**src/rtl/pcfx_mem_loader.sv**
```systemverilog
// PC-FX memory loader: buffers HPS download writes in a small FIFO and arbitrates
// them against CPU accesses onto a single shared-memory request/ack port.
module pcfx_mem_loader #(
  parameter logic [20:0] BIOS_BASE  = 21'h000000,
  parameter int          FIFO_DEPTH = 4
) (
  input  logic        clk_sys,
  input  logic        reset,
  input  logic        ioctl_download,
  input  logic [7:0]  ioctl_index,
  input  logic        ioctl_wr,
  input  logic [24:0] ioctl_addr,
  input  logic [15:0] ioctl_dout,
  output logic        ioctl_wait,
  input  logic        cpu_req,
  input  logic        cpu_we,
  input  logic [20:0] cpu_addr,
  input  logic [15:0] cpu_din,
  input  logic [1:0]  cpu_be,
  output logic        cpu_ack,
  output logic [15:0] cpu_dout,
  output logic        mem_req,
  output logic        mem_we,
  output logic [20:0] mem_addr,
  output logic [15:0] mem_wdata,
  output logic [1:0]  mem_be,
  input  logic        mem_ack,
  input  logic [15:0] mem_rdata,
  output logic        load_done,
  output logic        overflow
);

  localparam int          PW      = $clog2(FIFO_DEPTH);
  localparam logic [PW:0] DEPTH_C = (PW+1)'(FIFO_DEPTH);
  localparam logic [PW:0] CNT_ONE = (PW+1)'(1);
  localparam logic [PW-1:0] PTR_ONE = PW'(1);

  typedef enum logic [1:0] {IDLE, LOAD, CPU} state_t;

  state_t        state_q, state_d;
  logic [PW-1:0] wr_ptr_q, wr_ptr_d, rd_ptr_q, rd_ptr_d;
  logic [PW:0]   count_q, count_d;
  logic          ioctl_wait_q, ioctl_wait_d;
  logic          overflow_q, overflow_d;
  logic          mem_req_q, mem_req_d;
  logic          mem_we_q, mem_we_d;
  logic [20:0]   mem_addr_q, mem_addr_d;
  logic [15:0]   mem_wdata_q, mem_wdata_d;
  logic [1:0]    mem_be_q, mem_be_d;
  logic          cpu_ack_q, cpu_ack_d;
  logic [15:0]   cpu_dout_q, cpu_dout_d;
  logic          load_done_q, load_done_d;
  logic          dl_prev_q, dl_prev_d;
  logic          wrote_q, wrote_d;
  logic          armed_q, armed_d;

  logic [20:0]   fifo_addr_mem [FIFO_DEPTH];
  logic [15:0]   fifo_data_mem [FIFO_DEPTH];

  logic          accept, push, pop, full, dl_fell;
  logic [20:0]   push_addr;
  logic          unused_bits;

  assign unused_bits = ^{ioctl_addr[0], ioctl_index[7:6]};

  // Download-side FIFO bookkeeping and the stall/overflow flags
  always_comb begin
    accept       = ioctl_wr && ioctl_download && (ioctl_index[5:0] <= 6'h01) &&
                   (ioctl_addr[24:21] == 4'h0);
    push_addr    = BIOS_BASE + ioctl_addr[21:1];
    full         = (count_q == DEPTH_C);
    pop          = (state_q == LOAD) && mem_ack;
    push         = accept && (!full || pop);
    wr_ptr_d     = push ? wr_ptr_q + PTR_ONE : wr_ptr_q;
    rd_ptr_d     = pop  ? rd_ptr_q + PTR_ONE : rd_ptr_q;
    count_d      = count_q;
    if (push && !pop)      count_d = count_q + CNT_ONE;
    else if (!push && pop) count_d = count_q - CNT_ONE;
    ioctl_wait_d = (count_d >= DEPTH_C - CNT_ONE);
    overflow_d   = overflow_q || (accept && full && !pop);
  end

  // A download is "armed" once it has fallen after at least one accepted write
  always_comb begin
    dl_prev_d   = ioctl_download;
    dl_fell     = dl_prev_q && !ioctl_download;
    wrote_d     = dl_fell ? 1'b0 : (wrote_q || accept);
    load_done_d = armed_q && (count_q == '0) && (state_q == IDLE);
    armed_d     = (armed_q && !load_done_d) || (dl_fell && wrote_q);
  end

  always_ff @(posedge clk_sys) begin
    if (push) begin
      fifo_addr_mem[wr_ptr_q] <= push_addr;
      fifo_data_mem[wr_ptr_q] <= ioctl_dout;
    end
  end

  always_ff @(posedge clk_sys or posedge reset) begin
    if (reset) begin
      state_q      <= IDLE;
      wr_ptr_q     <= '0;
      rd_ptr_q     <= '0;
      count_q      <= '0;
      ioctl_wait_q <= 1'b0;
      overflow_q   <= 1'b0;
      mem_req_q    <= 1'b0;
      mem_we_q     <= 1'b0;
      mem_addr_q   <= '0;
      mem_wdata_q  <= '0;
      mem_be_q     <= '0;
      cpu_ack_q    <= 1'b0;
      cpu_dout_q   <= '0;
      load_done_q  <= 1'b0;
      dl_prev_q    <= 1'b0;
      wrote_q      <= 1'b0;
      armed_q      <= 1'b0;
    end else begin
      state_q      <= state_d;
      wr_ptr_q     <= wr_ptr_d;
      rd_ptr_q     <= rd_ptr_d;
      count_q      <= count_d;
      ioctl_wait_q <= ioctl_wait_d;
      overflow_q   <= overflow_d;
      mem_req_q    <= mem_req_d;
      mem_we_q     <= mem_we_d;
      mem_addr_q   <= mem_addr_d;
      mem_wdata_q  <= mem_wdata_d;
      mem_be_q     <= mem_be_d;
      cpu_ack_q    <= cpu_ack_d;
      cpu_dout_q   <= cpu_dout_d;
      load_done_q  <= load_done_d;
      dl_prev_q    <= dl_prev_d;
      wrote_q      <= wrote_d;
      armed_q      <= armed_d;
    end
  end

  // The cycle carrying cpu_ack must not relaunch the request the CPU is about to drop
  always_comb begin
    state_d = state_q;
    case (state_q)
      IDLE: begin
        if (count_q != '0)               state_d = LOAD;
        else if (cpu_req && !cpu_ack_q)  state_d = CPU;
      end
      LOAD:    if (mem_ack) state_d = IDLE;
      CPU:     if (mem_ack) state_d = IDLE;
      default: state_d = IDLE;
    endcase
  end

  always_comb begin
    mem_req_d   = mem_req_q;
    mem_we_d    = mem_we_q;
    mem_addr_d  = mem_addr_q;
    mem_wdata_d = mem_wdata_q;
    mem_be_d    = mem_be_q;
    cpu_ack_d   = 1'b0;
    cpu_dout_d  = cpu_dout_q;
    case (state_q)
      IDLE: begin
        if (count_q != '0) begin
          mem_req_d   = 1'b1;
          mem_we_d    = 1'b1;
          mem_be_d    = 2'b11;
          mem_addr_d  = fifo_addr_mem[rd_ptr_q];
          mem_wdata_d = fifo_data_mem[rd_ptr_q];
        end else if (cpu_req && !cpu_ack_q) begin
          mem_req_d   = 1'b1;
          mem_we_d    = cpu_we;
          mem_be_d    = cpu_be;
          mem_addr_d  = cpu_addr;
          mem_wdata_d = cpu_din;
        end
      end
      LOAD: if (mem_ack) mem_req_d = 1'b0;
      CPU: begin
        if (mem_ack) begin
          mem_req_d = 1'b0;
          cpu_ack_d = 1'b1;
          if (!mem_we_q) cpu_dout_d = mem_rdata;
        end
      end
      default: mem_req_d = 1'b0;
    endcase
  end

  assign ioctl_wait = ioctl_wait_q;
  assign overflow   = overflow_q;
  assign mem_req    = mem_req_q;
  assign mem_we     = mem_we_q;
  assign mem_addr   = mem_addr_q;
  assign mem_wdata  = mem_wdata_q;
  assign mem_be     = mem_be_q;
  assign cpu_ack    = cpu_ack_q;
  assign cpu_dout   = cpu_dout_q;
  assign load_done  = load_done_q;

endmodule
```
**config.mk**
```make
export PLATFORM = sky130hd
export DESIGN_NAME = pcfx_mem_loader
export DESIGN_NICKNAME = d
export VERILOG_FILES = /design/src/rtl/pcfx_mem_loader.sv
export SDC_FILE = /design/constraint.sdc
export NUM_CORES = 1
export LEC_CHECK = 0
export ABC_AREA = 1
export CAP_MARGIN = 40
export CORE_ASPECT_RATIO = 0.7
export CORE_MARGIN = 2
export CORE_UTILIZATION = 45
export CTS_BUF_LIST = sky130_fd_sc_hd__clkbuf_8 sky130_fd_sc_hd__clkbuf_16
export CTS_CLUSTER_SIZE = 40
export DETAILED_ROUTE_END_ITERATION = 8
export PLACE_DENSITY = 0.77
export REMOVE_ABC_BUFFERS = 1
export SLEW_MARGIN = 20
export SYNTH_ARGS = -nofsm -noshare
export SYNTH_HDL_FRONTEND = slang
export SYNTH_SLANG_ARGS = --single-unit
```
**constraint.sdc**
```tcl
create_clock -name clk_sys -period 3.4 [get_ports clk_sys]
set_input_delay 0.51 -clock clk_sys [delete_from_list [all_inputs] [get_ports clk_sys]]
set_output_delay 0.51 -clock clk_sys [all_outputs]
set_load 0.1 [all_outputs]
```
==> results of run 1 <==
-- cells by family after synthesis --
| family | count (synthesis) | synth area share |
|---|---|---|
| and+or+nand+nor | 218 | 0.0966 |
| AOI/OAI and AO/OA | 185 | 0.118 |
| adders and majority gates | 10 | 0.0141 |
| muxes | 16 | 0.0204 |
| DFF | 221 | 0.709 |
| buffers and inverters | 74 | 0.0383 |
| xor gates and xnor gates | 4 | 0.00396 |
-- power by group --
part           switching [mW]  internal [mW]  total [mW]  leakage [nW]
clock                   0.964           1.47        2.44         0.374
combinational            4.70           2.53        7.24          2.30
sequential              0.223           3.29        3.51          2.20
total                    5.89           7.30        13.2          4.88
-- worst register-to-register path, delay by kind of cell, from the launching register on --
family	cells	cell delay, ns
and+or+nand+nor	4	1.24
DFF	1	0.39
buffers and inverters	2	0.34
adders and majority gates	1	0.19
-- Yosys cell counts --
cell,number,share of area
or2_1,1,0.00071
inv_2,4,0.0017
o21bai_1,1,0.00085
nor2_8,1,0.0023
o21ai_0,69,0.039
edfxtp_1,148,0.50
nor2_1,128,0.054
mux2_2,16,0.020
a21oi_1,49,0.028
buf_2,20,0.011
clkbuf_1,11,0.0047
dfrtp_1,73,0.21
nor3_1,1,0.00057
xor2_1,4,0.0040
o21ai_1,13,0.0074
nand3_1,9,0.0051
nand2_2,1,0.00071
buf_6,3,0.0038
o22ai_1,24,0.017
buf_4,3,0.0025
nand2_1,76,0.032
nand4_1,1,0.00071
o211ai_1,28,0.024
buf_1,2,0.00085
a21oi_4,1,0.0018
ha_1,10,0.014
inv_1,29,0.012
clkbuf_2,2,0.0011
-- worst paths after layout --
check / start / end / slack [ns]
min reg2reg: overflow / overflow / 0.47
max: state_q[1] / fifo_addr_mem[0][6] / 0.95
min in group clk_sys: overflow / overflow / 0.47
max reg2reg: state_q[1] / fifo_addr_mem[0][6] / 0.95
min: reset / mem_wdata[10] / 0.39
max in group asynchronous: reset / mem_wdata[12] / 2.24
-- metrics by stage --
step	instances	power [mW]	hold WS, ns	setup slack [ns]
floorplan	687	7.85	0.453	0.381
global placement	1130	9.40	0.453	0.582
detailed placement	1192	10.8	0.462	0.569
CTS	1230	13.2	0.391	0.934
global route	1231	13.8	0.416	0.778
finish	1231	13.2	0.385	0.953
-- flip-flops by register name, summed over array words and instances (netlist names), 2 cells and up --
| name | cells |
|---|---|
| count_q | 3 |
| rd_ptr_q | 2 |
| fifo_addr_mem | 84 |
| cpu_dout | 16 |
| fifo_data_mem | 64 |
| wr_ptr_q | 2 |
| mem_addr | 21 |
| mem_wdata | 16 |
| mem_be | 2 |
| state_q | 2 |
-- area by class of cell --
cell class	count	area [um2]	area share
inverter	33	125	0.00995
clock inverter	15	171	0.0136
sequential	221	6270	0.499
multi-input combinational	433	2260	0.180
tap	264	330	0.0263
clock buffer	23	553	0.0440
timing repair buffer	242	2860	0.228
-- layer usage --
metal  track usage  up-vias
li1              -     3022
met1         0.270     3074
met2         0.346      207
met3        0.0447       34
met4        0.0461        0
met5             0        -
-- layout by cell type (no fill, tap or decap) --
master           Yosys  layout
a21oi_1             49      49
a21oi_4              1       1
buf_12               0       7
buf_16               0       6
buf_4                3       6
buf_8                0      56
bufinv_16            0       4
clkbuf_16            0      21
clkbuf_8             0       2
clkdlybuf4s50_1      0     167
clkinv_1             0       2
clkinv_2             0       5
dfrtp_1             73      72
dfrtp_2              0       1
edfxtp_1           148     148
ha_1                10      10
inv_1               29      32
inv_2                4       4
inv_6                0       1
mux2_2              16      16
nand2_1             76      76
nand2_2              1       1
nand3_1              9       9
nand4_1              1       1
nor2_1             128     124
nor2_4               0       4
nor2_8               1       1
nor3_1               1       1
o211ai_1            28      28
o21ai_0             69      69
o21ai_1             13      13
o21bai_1             1       1
o22ai_1             24      24
or2_1                1       1
xor2_1               4       4
==> impl_metrics.py, run 1 <==
metrics = {
    "timing": {
        "clock.fmax_mhz": 409,
        "relSlewSlack": 0.488,
        "fin_crit_ns": 2.45,
        "hold_viol": 0,
        "worst_pin_slew_ns": 0.769,
        "setup_viol_count_final": 0,
        "skew_ns": 0.00584,
        "rsz0062_at_grt": "no",
        "period_share": 0.720,
        "slew_viol_final": 0,
        "fin_tns_setup_ns": 0,
    },
    "worst_setup_path": {
        "slowest_delay_ns": 0.52,
        "slowest_stage": "nor2_4",
        "crit_required_ns": 3.60,
        "end_kind": "flip-flop",
        "critPathMaxFanout": 14,
        "arrival_ns": 2.65,
        "cp-start-kind": "flip-flop",
        "critical_path_cell_count": 7,
        "crit_chain": "inv_1 > ha_1 > nand2_1 > nand3_1 > nand3_1 > nor2_4 > buf_12",
        "crit_buf_inv": 2,
        "critPathKind": "reg2reg",
        "reg2regPathDepth": 7,
        "crit_family": "simple AND/OR/NAND/NOR gates",
        "crit_top_cell": "nand3_1",
    },
    "global_route": {
        "grt_pass1_vias": 6237,
        "grt-ovfl-total": 0,
        "grt_antenna_before_repair": 0,
        "grt_usage": 0.204,
        "grt_pass1_wl_mm": 32.9,
        "grt_max_degree": 76,
    },
    "placed_design": {
        "hpwl_mm": 13.2,
        "gp_congestion": 0.776,
        "numPortBuffers": 167,
        "place_area_um2": 11800,
    },
    "synthesis": {
        "ys_warn_count": 0,
        "seq_area_frac_synth": 0.709,
        "syn_inst": 728,
        "syn-cell-area_um2": 8840,
        "avgSynthCellArea_um2": 12.1,
        "ys_ff_latch": 221,
        "synth_cell_types": 28,
    },
    "power_and_ir_drop": {
        "leakagePower_nw": 4.88,
        "vdd_drop_max_mv": 0.831,
        "p_per_area_nw_per_um2": 1050,
    },
    "route": {
        "top_layer_used": "met4",
        "wl_met2_mm": 10.2,
        "drtIter0Drc": 524,
        "dr.pass1.iters": 5,
        "vias": 6337,
        "antenna_left": 0,
        "wirelength_mm": 21.0,
        "met3_length_mm": 1.49,
        "drc": 0,
        "wl_per_cell_um": 17.0,
        "drt-vias-per-instance": 5.15,
        "wl_met1_mm": 8.93,
    },
    "floorplanning": {
        "start_util": 0.464,
        "core_area_um2": 19100,
        "die_h_um": 121,
        "die_w_um": 172,
        "fp-row-count": 42,
        "dieArea_um2": 20800,
        "io_pins": 172,
    },
    "final_layout": {
        "final_layout_size_suffix_gt1_frac": 0.141,
        "n_antenna_cell": 0,
        "fin_area_um2": 12600,
        "fill_cells": 1351,
        "area_delta_synth_final_pct": 42.2,
        "fin_util": 0.659,
        "finalNetCount": 1073,
    },
    "clock_network": {
        "cts.path.max_buffers": 3,
        "cts.clk_slew.worst_paths_ns": 0.06,
        "postCtsHoldBufs": 0,
        "clock_latency_ns": 0.49,
        "h-tree-depth": 1,
        "cts.sinks": 221,
        "cts_tree": "done",
        "cts_resized": 0,
        "postCtsSetupRepairBufs": 0,
        "cts_buffers": 21,
        "cts_root_buf": "clkbuf_16",
    },
    "run": {
        "maxCapViolCount": 0,
    },
    "hold_path": {
        "hold_path.class": "in2async",
    },
    "outcome": {
        "outcome": "finished clean",
    },
}
(Power assumes the default switching activity.)
==> inputs of run 2 (changes only) <==
--- a/config.mk
+++ b/config.mk
@@ -13,7 +13,7 @@
 export CTS_BUF_LIST = sky130_fd_sc_hd__clkbuf_8 sky130_fd_sc_hd__clkbuf_16
 export CTS_CLUSTER_SIZE = 40
 export DETAILED_ROUTE_END_ITERATION = 8
-export PLACE_DENSITY = 0.77
+export PLACE_DENSITY = 0.8
 export REMOVE_ABC_BUFFERS = 1
 export SLEW_MARGIN = 20
 export SYNTH_ARGS = -nofsm -noshare
==> constraint.sdc (replaced) <==
create_clock -name clk_sys -period 2.1 [get_ports clk_sys]
set_input_delay 0.315 -clock clk_sys [delete_from_list [all_inputs] [get_ports clk_sys]]
set_output_delay 0.315 -clock clk_sys [all_outputs]
set_load 0.1 [all_outputs]
==> run 2 against run 1 <==
Cell area is 8.8% lower. First-iteration DRC count is 5.0% higher. Hold slack worse by 0.17 ns. Wire length fell by 3.5%. Die area unchanged. Clock skew up 0.0064 ns. Cell count decreased by 3.6%. Clock power is 38% higher. Critical path type unchanged.
==> impl_metrics.py, run 2 (synthesis gave the netlist of run 1 again) <==
metrics = {
    "timing": {
        "slew_viol_final": 0,
        "holdWs_ns": 0.220,
        "setup_viol_count_final": 0,
        "worst_pin_slew_ns": 0.451,
        "rsz0062_at_grt": "no",
        "hold_viol": 0,
        "relSlewSlack": 0.699,
        "skew_ns": 0.0122,
        "clock.fmax_mhz": 517,
        "period_share": 0.920,
        "fin_crit_ns": 1.93,
    },
    "route": {
        "wl_met2_mm": 9.36,
        "drtIter0Drc": 550,
        "antenna_left": 0,
        "drt-vias-per-instance": 5.16,
        "wl_met1_mm": 8.84,
        "top_layer_used": "met4",
        "met3_length_mm": 1.54,
        "vias": 6124,
        "wirelength_mm": 20.3,
        "wl_per_cell_um": 17.1,
        "dr.pass1.iters": 5,
        "drc": 0,
    },
    "clock_network": {
        "cts.sinks": 221,
        "clock_latency_ns": 0.50,
        "cts.path.max_buffers": 3,
        "cts_tree": "done",
        "postCtsSetupRepairBufs": 0,
        "postCtsHoldBufs": 0,
        "cts_root_buf": "clkbuf_16",
        "cts.clk_slew.worst_paths_ns": 0.06,
        "h-tree-depth": 1,
        "cts_buffers": 21,
        "cts_resized": 0,
    },
    "power_and_ir_drop": {
        "p_int_mw": 9.69,
        "total_power_mw": 18.8,
        "power.switching_mw": 9.14,
        "p_per_area_nw_per_um2": 1640,
        "vdd_drop_max_mv": 1.35,
        "leakagePower_nw": 4.51,
        "comb_power_share": 0.519,
        "swShare": 0.485,
        "pwr-share-clk": 0.179,
        "p_seq_frac": 0.303,
    },
    "global_route": {
        "grt_pass1_vias": 5990,
        "grt-ovfl-total": 0,
        "grt_antenna_before_repair": 3,
        "grt_usage": 0.195,
        "grt_max_degree": 76,
        "grt_pass1_wl_mm": 31.4,
    },
    "hold_path": {
        "hold_path.class": "in2async",
    },
    "final_layout": {
        "largest_register_ffs": 84,
        "finalNetCount": 1027,
        "layout_common_cells": "edfxtp_1 (148), nor2_1 (124), clkdlybuf4s50_1 (106)",
        "final_common_cell": "edfxtp_1",
        "largest_register": "fifo_addr_mem",
        "fill_cells": 1541,
        "area_delta_synth_final_pct": 29.8,
        "final_layout_size_suffix_gt1_frac": 0.156,
        "seq_area_um2": 6270,
        "multiInputGateArea_um2": 2260,
    },
    "floorplanning": {
        "die_w_um": 172,
        "fp-row-count": 42,
        "start_util": 0.464,
        "die_h_um": 121,
        "io_pins": 172,
        "dieArea_um2": 20800,
        "core_area_um2": 19100,
    },
    "run": {
        "maxCapViolCount": 0,
    },
    "worst_setup_path": {
        "critPathKind": "reg2reg",
        "slowest_delay_ns": 0.40,
        "end_kind": "flip-flop",
        "arrival_ns": 2.35,
        "cp-start-kind": "flip-flop",
        "critPathMaxFanout": 13,
        "crit_chain": "inv_1 > ha_1 > inv_1 > nor2_8 > a21oi_4 > inv_2 > buf_4 > a21oi_1 > a21oi_1",
        "slowest_stage": "dfrtp_1",
        "crit_required_ns": 2.51,
    },
    "placed_design": {
        "hpwl_mm": 12.9,
        "gp_congestion": 0.761,
        "numPortBuffers": 167,
    },
    "outcome": {
        "outcome": "finished clean",
    },
}
-- run 2: final timing paths --
check                              from            to  slack, ns  cells after the start
setup / recovery             count_q[0]  mem_wdata[4]       0.17                      9
hold / removal                    reset   cpu_dout[5]       0.22                      3
setup reg to reg             count_q[0]  mem_wdata[4]       0.17                      9
hold reg to reg               mem_be[1]     mem_be[1]       0.48                      2
max in group asynchronous         reset   rd_ptr_q[0]       1.52                      3
min in group clk_sys       mem_rdata[0]   cpu_dout[0]       0.43                      2
-- run 2: power by group through the flow --
| stage | Clock [mW] | Sequential [mW] | Combinational (mW) |
|---|---|---|---|
| finish | 3.37 | 5.70 | 9.76 |
| global route | 3.63 | 5.77 | 10.4 |
| CTS | 3.45 | 5.70 | 9.80 |
| detailed placement | 0 | 5.78 | 9.79 |
| global placement | 0 | 5.76 | 9.62 |
| floorplan | 0 | 9.83 | 2.88 |
-- run 2: layout make-up --
| cell class | instances | area share |
|---|---|---|
| Antenna cell | 2 | 0.000436 |
| Clock buffer | 22 | 0.0470 |
| Tap cell | 264 | 0.0288 |
| Sequential cell | 221 | 0.546 |
| Timing Repair Buffer | 196 | 0.163 |
| Multi-Input combinational cell | 433 | 0.197 |
| Clock inverter | 16 | 0.00589 |
| Inverter | 33 | 0.0109 |
-- run 2: critical path, delay by kind of cell, from the launching register on --
kind,cells,cell delay (ns)
DFF,1,0.40
AOI/OAI and AO/OA,3,0.27
buffers and inverters,4,0.81
and+or+nand+nor,1,0.18
adders and majority gates,1,0.18
-- run 2: per-stage QoR --
stage | TNS [ns] | cells | area, um2 | utilization | setup slack [ns]
3_3_place_gp | 0 | 1147 | 10900 | 0.570 | 0.0678
3_5_place_dp | 0 | 1147 | 10900 | 0.570 | 0.0692
2_1_floorplan | -161.15 | 687 | 8630 | - | -0.901
6_report | 0 | 1187 | 11500 | 0.602 | 0.168
4_1_cts | 0 | 1185 | 11500 | 0.601 | 0.166
5_1_grt | 0 | 1186 | 11500 | 0.602 | 0.0158
-- run 2: layer usage --
metal	vias up	track usage
li1	2925	-
met1	2953	0.266
met2	213	0.313
met3	33	0.0437
met4	0	0.0588
met5	-	0
==> inputs of run 3 (changes only) <==
--- a/config.mk
+++ b/config.mk
@@ -8,14 +8,14 @@
 export ABC_AREA = 1
 export CAP_MARGIN = 40
 export CORE_ASPECT_RATIO = 0.7
-export CORE_MARGIN = 2
+export CORE_MARGIN = 1.5
 export CORE_UTILIZATION = 45
 export CTS_BUF_LIST = sky130_fd_sc_hd__clkbuf_8 sky130_fd_sc_hd__clkbuf_16
 export CTS_CLUSTER_SIZE = 40
 export DETAILED_ROUTE_END_ITERATION = 8
 export PLACE_DENSITY = 0.8
 export REMOVE_ABC_BUFFERS = 1
-export SLEW_MARGIN = 20
+export SLEW_MARGIN = 15
 export SYNTH_ARGS = -nofsm -noshare
 export SYNTH_HDL_FRONTEND = slang
 export SYNTH_SLANG_ARGS = --single-unit
==> run 3 against run 2 <==
Utilization up 1.3 points. Setup slack better by 0.070 ns. Sequential share of layout area down 1.1 points. Via count up 0.26%. Clock power up 24%. Global-route usage up 0.34 points. Largest power group unchanged.
==> impl_metrics.py, run 3 (synthesis gave the netlist of run 1 again) <==
metrics = {
    "worst_setup_path": {
        "critPathKind": "reg2reg",
        "arrival_ns": 2.27,
        "critPathMaxFanout": 13,
        "slowest_stage": "dfrtp_1",
        "end_kind": "flip-flop",
        "reg2regPathDepth": 9,
        "r2r_slack_ns": 0.24,
        "crit_family": "buffers and inverters",
        "crit_buf_inv": 4,
        "slowest_delay_ns": 0.39,
        "r2r_end": "mem_wdata[5]",
        "cp-start-kind": "flip-flop",
        "crit_chain": "inv_1 > ha_1 > inv_1 > nor2_8 > a21oi_4 > inv_2 > buf_4 > a21oi_1 > a21oi_1",
        "crit_required_ns": 2.51,
        "worstReg2RegStart": "count_q[0]",
    },
    "global_route": {
        "grt-ovfl-total": 0,
        "grt_pass1_wl_mm": 31.7,
        "grt_pass1_vias": 6089,
        "grt_max_degree": 39,
        "grt_antenna_before_repair": 1,
        "grt_usage": 0.198,
    },
    "floorplanning": {
        "dieArea_um2": 20500,
        "die_w_um": 171,
        "die_h_um": 120,
        "io_pins": 172,
        "start_util": 0.464,
        "fp-row-count": 42,
        "core_area_um2": 19100,
    },
    "clock_network": {
        "cts.sinks": 221,
        "cts_tree": "done",
        "postCtsSetupRepairBufs": 0,
        "cts.path.max_buffers": 3,
        "cts_resized": 0,
        "cts_buffers": 22,
        "h-tree-depth": 1,
        "cts.clk_slew.worst_paths_ns": 0.06,
        "cts_root_buf": "clkbuf_16",
        "postCtsHoldBufs": 0,
        "clock_latency_ns": 0.49,
    },
    "final_layout": {
        "largest_register_ffs": 84,
        "finalNetCount": 1036,
        "final_layout_size_suffix_gt1_frac": 0.174,
        "layout_common_cells": "edfxtp_1 (148), nor2_1 (124), clkdlybuf4s50_1 (106)",
        "final_common_cell": "edfxtp_1",
        "seq_area_um2": 6270,
        "multiInputGateArea_um2": 2260,
        "largest_register": "fifo_addr_mem",
        "area_delta_synth_final_pct": 32.5,
        "fill_cells": 1440,
        "fin_util": 0.615,
    },
    "timing": {
        "relSlewSlack": 0.739,
        "fin_crit_ns": 1.86,
        "worst_pin_slew_ns": 0.392,
        "period_share": 0.887,
        "holdWs_ns": 0.106,
        "hold_viol": 0,
        "skew_ns": 0.0114,
        "clock.fmax_mhz": 537,
        "rsz0062_at_grt": "no",
        "slew_viol_final": 0,
        "setup_viol_count_final": 0,
    },
    "outcome": {
        "outcome": "finished clean",
    },
    "power_and_ir_drop": {
        "comb_power_share": 0.494,
        "leakagePower_nw": 4.63,
        "pwr-share-clk": 0.213,
        "power.switching_mw": 9.18,
        "p_per_area_nw_per_um2": 1670,
        "vdd_drop_max_mv": 1.33,
        "p_int_mw": 10.4,
        "p_seq_frac": 0.292,
        "swShare": 0.469,
    },
    "route": {
        "vias": 6140,
        "drt-vias-per-instance": 5.13,
        "antenna_left": 0,
        "dr.pass1.iters": 5,
        "wl_per_cell_um": 17.0,
        "wirelength_mm": 20.3,
        "drtIter0Drc": 417,
        "drc": 0,
    },
    "placed_design": {
        "hpwl_mm": 13.0,
        "gp_congestion": 0.774,
        "numPortBuffers": 167,
    },
    "run": {
        "maxCapViolCount": 0,
    },
    "hold_path": {
        "hold_path.class": "in2async",
    },
}
-- run 3: how the worst max path moves through the flow --
stage	from	end	slack, ns	depth (start not counted)
CTS	count_q[0]	mem_wdata[5]	0.22	9
detailed placement	mem_ack	fifo_addr_mem[1][7]	0.07	7
global route	count_q[0]	mem_addr[3]	0.09	9
finish	count_q[0]	mem_wdata[5]	0.24	9
global placement	ioctl_index[1]	fifo_addr_mem[1][6]	0.09	8
floorplan	state_q[1]	fifo_addr_mem[0][0]	-0.90	6
-- run 3: power by group through the flow --
stage,clock network [mW],registers [mW],logic (mW)
2_1_floorplan,0,9.83,2.88
3_3_place_gp,0,5.79,9.51
3_5_place_dp,0,5.80,9.69
4_1_cts,4.25,5.73,9.72
6_report,4.18,5.73,9.68
5_1_grt,4.43,5.79,10.3
-- run 3: worst reg2reg max path: stages, from the launching register on --
cell and delay, ns:
dfrtp_1 0.39, inv_1 0.13, ha_1 0.20, inv_1 0.10, nor2_8 0.13, a21oi_4 0.08
inv_2 0.30, buf_4 0.25, a21oi_1 0.06, a21oi_1 0.14
-- run 3: layout make-up --
class,count,share of cell area
multi-input cells,433,0.193
repair buffers,204,0.164
well taps,264,0.0282
inverters,33,0.0107
diodes,1,0.000213
clock inverters,8,0.00811
clock buffers,32,0.0606
flip-flops and latches,221,0.535
-- run 3: layer usage --
metal | vias to the layer above | global-route usage | wire [um]
met1 | 2961 | 0.266 | 8940
met4 | 0 | 0.0564 | 457
li1 | 2945 | - | -
met3 | 31 | 0.0442 | 1380
met5 | - | 0 | 0
met2 | 203 | 0.325 | 9510
-- run 3: per-stage QoR --
stage / area, um2 / power, mW / cells / setup TNS (ns) / setup slack [ns]
2_1_floorplan: 8630 / 12.7 / 687 / -161.15 / -0.901
3_3_place_gp: 10900 / 15.3 / 1155 / 0 / 0.0947
3_5_place_dp: 10900 / 15.5 / 1155 / 0 / 0.0693
4_1_cts: 11700 / 19.7 / 1195 / 0 / 0.225
5_1_grt: 11700 / 20.6 / 1195 / 0 / 0.0907
6_report: 11700 / 19.6 / 1196 / 0 / 0.237
